$ cat src/rtl/tetris_pkg.sv
// Shared Tetris definitions: board size, piece codes, controller state encoding
// and the LFSR-to-piece draw mapping. Used by the piece controller, board store and display.
package tetris_pkg;

  localparam int BOARD_W     = 10;
  localparam int BOARD_H     = 20;
  localparam int SPAWN_X_DEF = 3;
  localparam int SPAWN_Y_DEF = 0;

  typedef enum logic [2:0] {
    PIECE_I = 3'd0,
    PIECE_O = 3'd1,
    PIECE_T = 3'd2,
    PIECE_S = 3'd3,
    PIECE_Z = 3'd4,
    PIECE_J = 3'd5,
    PIECE_L = 3'd6
  } piece_t;

  typedef enum logic [2:0] {
    ST_IDLE     = 3'd0,
    ST_SPAWN    = 3'd1,
    ST_FALL     = 3'd2,
    ST_LOCK     = 3'd3,
    ST_WAIT_REF = 3'd4,
    ST_OVER     = 3'd5,
    ST_HARD     = 3'd6
  } state_t;

  // Code 7 is not a piece: fall back to the next three bits, then to 0.
  function automatic logic [2:0] lfsr_draw(input logic [7:0] lfsr);
    if (lfsr[2:0] != 3'd7)      return lfsr[2:0];
    else if (lfsr[5:3] != 3'd7) return lfsr[5:3];
    else                        return 3'd0;
  endfunction

endpackage

$ cat src/rtl/piece_ctrl_if.sv
// Link between the piece controller (master) and the board store (slave):
// active piece position/shape out, combinational move enables and lock handshake back.
interface piece_ctrl_if;
  logic [4:0] x;
  logic [4:0] y;
  logic [2:0] piece_type;
  logic [1:0] dir;
  logic       refresh;
  logic       el;
  logic       er;
  logic       eu;
  logic       edrop;
  logic       overflow;
  logic       refresh_done;

  modport master (
    output x, y, piece_type, dir, refresh,
    input  el, er, eu, edrop, overflow, refresh_done
  );

  modport slave (
    input  x, y, piece_type, dir, refresh,
    output el, er, eu, edrop, overflow, refresh_done
  );
endinterface

$ cat src/rtl/piece_lfsr.sv
// Free-running 8-bit Fibonacci LFSR (x^8+x^6+x^5+x^4+1) with its piece draw mapping.
module piece_lfsr
  import tetris_pkg::*;
#(
  parameter logic [7:0] SEED = 8'hA5
) (
  input  logic       clk,
  input  logic       rstn,
  output logic [2:0] o_draw
);

  logic [7:0] r_lfsr;
  logic       w_fb;

  assign w_fb = r_lfsr[7] ^ r_lfsr[5] ^ r_lfsr[4] ^ r_lfsr[3];

  always_ff @(posedge clk) begin
    if (!rstn) r_lfsr <= SEED;
    else       r_lfsr <= {r_lfsr[6:0], w_fb};
  end

  assign o_draw = lfsr_draw(r_lfsr);

endmodule

$ cat src/rtl/piece_ctrl.sv
// Falling-piece controller: gravity, player moves, lock handshake and spawning.
// Optional hard drop (btn_hard input, HARD state) is built when HARD_DROP_EN is defined.
module piece_ctrl
  import tetris_pkg::*;
#(
  parameter int         DROP_TICKS = 25_000_000,
  parameter int         SPAWN_X    = SPAWN_X_DEF,
  parameter int         SPAWN_Y    = SPAWN_Y_DEF,
  parameter logic [7:0] LFSR_SEED  = 8'hA5
) (
  input  logic        clk,
  input  logic        rstn,
  input  logic        start,
  input  logic        btn_l,
  input  logic        btn_r,
  input  logic        btn_rot,
  input  logic        btn_down,
`ifdef HARD_DROP_EN
  input  logic        btn_hard,
`endif
  piece_ctrl_if.master brd,
  output logic [2:0]  next_type,
  output logic        playing,
  output logic        game_over
);

  localparam int             CW        = (DROP_TICKS > 2) ? $clog2(DROP_TICKS) : 1;
  localparam logic [CW-1:0]  TICK_LAST = CW'(DROP_TICKS - 1);
  localparam logic [4:0]     X0        = 5'(SPAWN_X);
  localparam logic [4:0]     Y0        = 5'(SPAWN_Y);

  state_t        r_state, w_state;
  logic [4:0]    r_x, w_x, r_y, w_y;
  logic [2:0]    r_type, w_type, r_next_type, w_next_type;
  logic [1:0]    r_dir, w_dir;
  logic [CW-1:0] r_cnt, w_cnt;
  logic          r_game_over, w_game_over;
  logic          r_need_next, w_need_next;
  logic [2:0]    w_draw;
  logic          w_tick;

  piece_lfsr #(.SEED(LFSR_SEED)) u_lfsr (
    .clk    (clk),
    .rstn   (rstn),
    .o_draw (w_draw)
  );

  assign w_tick = (r_cnt == TICK_LAST);

  always_ff @(posedge clk) begin
    if (!rstn) begin
      r_state     <= ST_IDLE;
      r_x         <= X0;
      r_y         <= Y0;
      r_type      <= 3'd0;
      r_dir       <= 2'd0;
      r_next_type <= 3'd0;
      r_cnt       <= '0;
      r_game_over <= 1'b0;
      r_need_next <= 1'b0;
    end else begin
      r_state     <= w_state;
      r_x         <= w_x;
      r_y         <= w_y;
      r_type      <= w_type;
      r_dir       <= w_dir;
      r_next_type <= w_next_type;
      r_cnt       <= w_cnt;
      r_game_over <= w_game_over;
      r_need_next <= w_need_next;
    end
  end

  always_comb begin
    w_state     = r_state;
    w_x         = r_x;
    w_y         = r_y;
    w_type      = r_type;
    w_dir       = r_dir;
    w_next_type = r_next_type;
    w_cnt       = r_cnt;
    w_game_over = r_game_over;
    w_need_next = r_need_next;
    case (r_state)
      ST_IDLE: begin
        if (start) begin
          w_type      = w_draw;
          w_need_next = 1'b1;
          w_x         = X0;
          w_y         = Y0;
          w_dir       = 2'd0;
          w_state     = ST_SPAWN;
        end
      end
      ST_SPAWN: begin
        // The preview is drawn here only for the first piece of a game, so
        // type and next_type come from two different LFSR states.
        if (r_need_next) begin
          w_next_type = w_draw;
          w_need_next = 1'b0;
        end
        if (brd.overflow) begin
          w_game_over = 1'b1;
          w_state     = ST_OVER;
        end else begin
          w_cnt   = '0;
          w_state = ST_FALL;
        end
      end
      ST_FALL: begin
        w_cnt = w_tick ? '0 : r_cnt + 1'b1;
`ifdef HARD_DROP_EN
        if (btn_hard) begin
          w_state = ST_HARD;
        end else
`endif
        if (w_tick || btn_down) begin
          if (brd.edrop) begin
            w_y   = r_y + 5'd1;
            w_cnt = '0;
          end else begin
            w_state = ST_LOCK;
          end
        end else if (btn_rot && brd.eu) begin
          w_dir = r_dir + 2'd1;
        end else if (btn_l && brd.el) begin
          w_x = r_x - 5'd1;
        end else if (btn_r && brd.er) begin
          w_x = r_x + 5'd1;
        end
      end
      ST_LOCK: begin
        w_state = ST_WAIT_REF;
      end
      ST_WAIT_REF: begin
        if (brd.refresh_done) begin
          w_type      = r_next_type;
          w_next_type = w_draw;
          w_x         = X0;
          w_y         = Y0;
          w_dir       = 2'd0;
          w_state     = ST_SPAWN;
        end
      end
      ST_OVER: begin
      end
`ifdef HARD_DROP_EN
      ST_HARD: begin
        if (brd.edrop) w_y = r_y + 5'd1;
        else           w_state = ST_LOCK;
      end
`endif
      default: begin
        w_state = ST_IDLE;
      end
    endcase
  end

  assign brd.x          = r_x;
  assign brd.y          = r_y;
  assign brd.piece_type = r_type;
  assign brd.dir        = r_dir;
  assign brd.refresh    = (r_state == ST_LOCK);
  assign next_type      = r_next_type;
  assign game_over      = r_game_over;
  assign playing        = r_state inside {ST_SPAWN, ST_FALL, ST_LOCK, ST_WAIT_REF, ST_HARD};

endmodule

$ cat src/flat_wrapper.sv
// flat-port wrapper written by rule: the top's interface ports become plain ports
module piece_ctrl_flat import tetris_pkg::*;
#(
  parameter int         DROP_TICKS = 25_000_000,
  parameter int         SPAWN_X    = SPAWN_X_DEF,
  parameter int         SPAWN_Y    = SPAWN_Y_DEF,
  parameter logic [7:0] LFSR_SEED  = 8'hA5
)
  (clk, rstn, start, btn_l, btn_r, btn_rot, btn_down, next_type, playing, game_over, brd_x, brd_y, brd_piece_type, brd_dir, brd_refresh, brd_el, brd_er, brd_eu, brd_edrop, brd_overflow, brd_refresh_done);
  piece_ctrl_if brd_i ();
  input  logic clk;
  input  logic rstn;
  input  logic start;
  input  logic btn_l;
  input  logic btn_r;
  input  logic btn_rot;
  input  logic btn_down;
  output logic [2:0] next_type;
  output logic playing;
  output logic game_over;
  output wire logic [$bits(brd_i.x)-1:0] brd_x;
  output wire logic [$bits(brd_i.y)-1:0] brd_y;
  output wire logic [$bits(brd_i.piece_type)-1:0] brd_piece_type;
  output wire logic [$bits(brd_i.dir)-1:0] brd_dir;
  output wire logic [$bits(brd_i.refresh)-1:0] brd_refresh;
  input wire logic [$bits(brd_i.el)-1:0] brd_el;
  input wire logic [$bits(brd_i.er)-1:0] brd_er;
  input wire logic [$bits(brd_i.eu)-1:0] brd_eu;
  input wire logic [$bits(brd_i.edrop)-1:0] brd_edrop;
  input wire logic [$bits(brd_i.overflow)-1:0] brd_overflow;
  input wire logic [$bits(brd_i.refresh_done)-1:0] brd_refresh_done;
  assign brd_x = brd_i.x;
  assign brd_y = brd_i.y;
  assign brd_piece_type = brd_i.piece_type;
  assign brd_dir = brd_i.dir;
  assign brd_refresh = brd_i.refresh;
  assign brd_i.el = brd_el;
  assign brd_i.er = brd_er;
  assign brd_i.eu = brd_eu;
  assign brd_i.edrop = brd_edrop;
  assign brd_i.overflow = brd_overflow;
  assign brd_i.refresh_done = brd_refresh_done;
  piece_ctrl #(.DROP_TICKS(DROP_TICKS), .SPAWN_X(SPAWN_X), .SPAWN_Y(SPAWN_Y), .LFSR_SEED(LFSR_SEED)) u_core (.clk(clk), .rstn(rstn), .start(start), .btn_l(btn_l), .btn_r(btn_r), .btn_rot(btn_rot), .btn_down(btn_down), .brd(brd_i), .next_type(next_type), .playing(playing), .game_over(game_over));
endmodule
$ cat config.mk
export PLATFORM = sky130hd
export DESIGN_NAME = piece_ctrl_flat
export DESIGN_NICKNAME = d
export VERILOG_FILES = /design/src/rtl/tetris_pkg.sv /design/src/rtl/piece_ctrl_if.sv /design/src/rtl/piece_lfsr.sv /design/src/rtl/piece_ctrl.sv /design/src/flat_wrapper.sv
export SDC_FILE = /design/constraint.sdc
export NUM_CORES = 1
export LEC_CHECK = 0
export CORE_MARGIN = 1
export CORE_UTILIZATION = 40
export CTS_CLUSTER_DIAMETER = 30
export DETAILED_ROUTE_END_ITERATION = 8
export SLEW_MARGIN = 40
export SYNTH_ARGS = -nofsm -noshare
export SYNTH_HDL_FRONTEND = slang
export SYNTH_SLANG_ARGS = --single-unit
$ cat constraint.sdc
create_clock -name clk -period 1.85 [get_ports clk]
set_input_delay 0.37 -clock clk [delete_from_list [all_inputs] [get_ports clk]]
set_output_delay 0.37 -clock clk [all_outputs]
set_load 0.01 [all_outputs]
==> results.tsv <==
stage	metric	value	unit
global_route	pin count of the biggest net entering global routing	36	
pwr	logic gate share of total power	20.9	%
critical_path	endpoint of the worst-slack reg-to-reg timing path	u_core.r_cnt[3]$_SDFFE_PN0P_	
logic_synthesis	biggest area consumer among synthesized cells	sky130_fd_sc_hd__dfxtp_1	
finish	layout cell share with drive strength beyond 1	27.9	%
critical_path	largest delay contributor family on the critical path	simple AND/OR/NAND/NOR gates	
die	Die Span Y	89.2	um
global_route	global route total overflow	0	
drt	count of vias placed by the detailed router	2992	
logic_synthesis	synth cell count leaders	56 x sky130_fd_sc_hd__dfxtp_1, 33 x sky130_fd_sc_hd__nand2_1, 33 x sky130_fd_sc_hd__nor2_1, 23 x sky130_fd_sc_hd__a21oi_1, 21 x sky130_fd_sc_hd__o21ai_0	
timing	total of endpoints with negative setup slack in the final report	0	
clock_network	H-tree levels	2	
timing	worst hold margin	416	ps
run_status	status	finished, final reports clean	
pwr	internal power component	1.78	mW
placement	Port Buffer Count	33	
pwr	maximum resistive drop on vdd	0.314	mV
critical_path	crit path capture type	register	
pwr	switching portion of total power	28.8	%
clock_network	hold buffer count at cts	0	
drt	WL final	7.54	mm
critical_path	worst-path cell with the longest stage delay	sky130_fd_sc_hd__or4b_1	
worst_hold_path	number of cells on the worst hold path	1	
clock_network	total CTS buffers	5	
logic_synthesis	cell types with the largest area share after synthesis	sky130_fd_sc_hd__dfxtp_1 37%, sky130_fd_sc_hd__nand2_1 4.1%, sky130_fd_sc_hd__nor2_1 4.1%, sky130_fd_sc_hd__a21oi_1 3.8%, sky130_fd_sc_hd__o21ai_0 3.5%	
worst_hold_path	worst hold path class	reg -> reg	
clock_network	clock input transition at the sequential cells of the worst setup and hold paths	110	ps
drt	DRC errors left	0	
drt	detail-routed via count per cell	5.36	
critical_path	data arrival time at the worst-slack endpoint	2040	ps
placement	HPWL reported at the end of detailed placement	5.52	mm
logic_synthesis	part of the Yosys area used for sequential elements	36.9	%
drt	number of antenna-violating nets in the routed design	0	
clock_network	Clock Latency Late Sink	310	ps
die	initial standard-cell utilization of the core	41.7	%
logic_synthesis	FF+latch count, synth	56	
placement	Final Wtd Congestion	0.819	
timing	fmax	0.546	GHz
critical_path	slowest cell delay on critical path	520	ps
finish	Area Growth Syn to Fin	39.7	%
critical_path	startpoint type of the worst setup path	primary input	
timing	RSZ-0062 raised after global routing	true	
critical_path	launching point of the worst reg2reg path	u_core.r_cnt[0]$_SDFFE_PN0P_	
critical_path	Data required, critical path	2060	ps
pwr	power density of the placed cells	591	nW/um^2
logic_synthesis	count of different cell masters after synthesis	66	
finish	area taken by flip-flops and latches	1130	um^2
timing	worst-case clock skew	10.5	ps
logic_synthesis	EDFF count, synth	0	
pwr	leak pwr	1.66	nW
finish	Post-layout nets	477	
critical_path	cells along the critical path	clkdlybuf4s50_1 > or4b_1 > and3_2 > a221o_1	
timing	worst-margin pin slew	301	ps
die	Row Count	31	
timing	final cycle utilization of the critical path	99.1	%
logic_synthesis	summed instance area of the synthesized netlist	3040	um^2
logic_synthesis	most repeated cell in the gate-level netlist after synthesis	sky130_fd_sc_hd__dfxtp_1	
global_route	overall track demand over capacity in global routing	19.8	%
clock_network	clock tree from TritonCTS	yes	
timing	slew margin rel.	79.4	%
pwr	relative contribution of sequential cells to total power	51.1	%
die	die area	7950	um^2
critical_path	Worst R2R Setup Slack	20	ps
finish	final core utilization	58.2	%
run	maximum capacitance violations	0	
finish	number of filler cells placed in the layout	703	
worst_hold_path	sink of the worst hold path	u_core.u_lfsr.r_lfsr[7]$_SDFF_PN1_	
finish	final non-filler cell area	4240	um^2
global_route	number of global-route vias before repair	2772	
critical_path	Worst Reg-to-Reg Cells	8	
global_route	antenna violations before repair	0	
critical_path	worst-path maximum fanout	11	
placement	placed inst area	3990	um^2
logic_synthesis	share of Yosys cell area claimed by the top area cell type	36.9	%
die	top-level port count	34	
drt	starting DRC count in detailed routing	124	
logic_synthesis	Most used DFF post-synth	sky130_fd_sc_hd__dfxtp_1	
logic_synthesis	total number of yosys warnings	0	
clock_network	CTS Buffer Depth	2	
drt	post-detailed-route wirelength per cell	13.5	um
finish	area used by multi-input combinational logic	1930	um^2
pwr	net switching power	722	uW
critical_path	number of buffer and inverter instances along the worst setup path	1	
logic_synthesis	post-synth net total	378	
finish	Ant. Diodes	0	
critical_path	classification of the worst setup path	in -> reg	
drt	count of TritonRoute iterations in the first routing pass	4	
pwr	power after layout	2.51	mW
logic_synthesis	number of instances in the synthesized netlist	359	
worst_hold_path	Worst Hold Launch	u_core.u_lfsr.r_lfsr[6]$_SDFF_PN0_	
timing	Hold Vio Cnt, Final	0	
timing	minimum clock period	1830	ps
die	width of the die	89.2	um
timing	final count of pins violating max slew	0	
clock_network	clk sink count	56	
logic_synthesis	average cell area after synthesis	8.46	um^2
global_route	first-pass GRT wire length	12.3	mm
pwr	clock power share	28.0	%
logic_synthesis	fraction of registers with async set or reset after synthesis	0	%
die	Core Box Area	7290	um^2
clock_network	Root Buffer Master	sky130_fd_sc_hd__clkbuf_8	
[timing repair]
item | in CTS | in global routing
pin swaps | 14 | 11
setup endpoints to repair | 17 | 25
resized for setup | 13 | 24
setup buffers | 3 | 3
[cell families (layout without fill, tap and decap cells)]
kind of cell | after synthesis | in the layout | synth area share [%]
compound gates | 103 | 103 | 23.4
xor+xnor | 9 | 9 | 2.59
fa+ha+maj | 6 | 6 | 2.72
buf+inv | 25 | 125 | 4.32
flops | 56 | 56 | 36.9
mux | 3 | 3 | 0.989
simple gates | 157 | 157 | 29.0
[through the flow]
step / worst slack (ps) / instances / TNS (ps)
after floorplan: -1.17 / 359 / -1.17
after global placement: -430 / 546 / -7410
after detailed placement: -451 / 546 / -7510
after CTS: 0.217 / 555 / 0
after global routing: -51.1 / 558 / -361
final: 17.2 / 558 / 0
[routing by layer]
layer	track usage (%)	vias to the layer above	part of all wire [%]
li1	-	1530	-
met1	24.1	1409	47
met2	36.4	45	49
met3	2.77	8	2.8
met4	5.48	0	1.2
met5	0	-	0
[power by group through the flow]
stage	clock (mW)	sequential (mW)	combinational, mW
after floorplan	0	1.31	0.263
after global placement	0	1.31	0.496
after detailed placement	0	1.31	0.499
after CTS	0.732	1.28	0.500
after global routing	0.774	1.29	0.577
final	0.701	1.28	0.524
[placed cells by master (no fill, tap or decap), types with 3 or more instances in the layout]
master | Yosys | layout
sky130_fd_sc_hd__a211o_1 | 3 | 3
sky130_fd_sc_hd__a211oi_1 | 5 | 4
sky130_fd_sc_hd__a21boi_0 | 3 | 3
sky130_fd_sc_hd__a21oi_1 | 23 | 18
sky130_fd_sc_hd__a21oi_2 | 0 | 4
sky130_fd_sc_hd__a221o_1 | 5 | 5
sky130_fd_sc_hd__a31oi_1 | 9 | 9
sky130_fd_sc_hd__and2_1 | 7 | 6
sky130_fd_sc_hd__and3_1 | 11 | 6
sky130_fd_sc_hd__and3_4 | 0 | 4
sky130_fd_sc_hd__and4_1 | 6 | 5
sky130_fd_sc_hd__and4_4 | 2 | 3
sky130_fd_sc_hd__buf_4 | 2 | 73
sky130_fd_sc_hd__buf_6 | 3 | 3
sky130_fd_sc_hd__clkbuf_8 | 0 | 5
sky130_fd_sc_hd__clkdlybuf4s50_1 | 0 | 27
sky130_fd_sc_hd__dfxtp_1 | 56 | 52
sky130_fd_sc_hd__dfxtp_2 | 0 | 3
sky130_fd_sc_hd__dlygate4sd2_1 | 0 | 4
sky130_fd_sc_hd__ha_1 | 5 | 4
sky130_fd_sc_hd__inv_1 | 6 | 5
sky130_fd_sc_hd__nand2_1 | 33 | 33
sky130_fd_sc_hd__nand2b_1 | 12 | 12
sky130_fd_sc_hd__nand3_1 | 15 | 14
sky130_fd_sc_hd__nand4_1 | 5 | 5
sky130_fd_sc_hd__nor2_1 | 33 | 33
sky130_fd_sc_hd__nor2b_1 | 5 | 4
sky130_fd_sc_hd__nor3_1 | 3 | 3
sky130_fd_sc_hd__nor4_1 | 4 | 3
sky130_fd_sc_hd__o211ai_1 | 9 | 9
sky130_fd_sc_hd__o21ai_0 | 21 | 21
sky130_fd_sc_hd__o31ai_1 | 4 | 3
sky130_fd_sc_hd__xnor2_1 | 6 | 6
sky130_fd_sc_hd__xor2_1 | 3 | 3
[sequential cells by signal (all words and copies together) (netlist names), 2 cells and up]
register and flops:
u_core.brd.y 5, u_core.brd.x 5, u_core.r_state 3, u_core.brd.dir 2
u_core.brd.piece_type 3, u_core.u_lfsr.r_lfsr 8, u_core.next_type 3, u_core.r_cnt 25
[area by class of cell]
class | count | area share, %
Multi-Input combinational cell | 278 | 45.4
Timing Repair Buffer | 111 | 22.4
Tap cell | 99 | 2.92
Clock inverter | 3 | 0.531
Sequential cell | 56 | 26.6
Inverter | 6 | 0.531
Clock buffer | 5 | 1.62
[how the worst max path moves through the flow]
stage / startpoint / to / cells past startpoint
after floorplan: u_core.r_cnt[1]$_SDFFE_PN0P_ / u_core.r_cnt[22]$_SDFFE_PN0P_ / 6
after global placement: btn_l / u_core.brd.x[4]$_SDFFE_PN0P_ / 9
after detailed placement: btn_l / u_core.brd.x[4]$_SDFFE_PN0P_ / 9
after CTS: u_core.r_cnt[0]$_SDFFE_PN0P_ / u_core.r_cnt[3]$_SDFFE_PN0P_ / 8
after global routing: u_core.r_cnt[0]$_SDFFE_PN0P_ / u_core.r_cnt[13]$_SDFFE_PN0P_ / 8
final: brd_overflow / u_core.r_cnt[3]$_SDFFE_PN0P_ / 4
(Power assumes the default switching activity.)
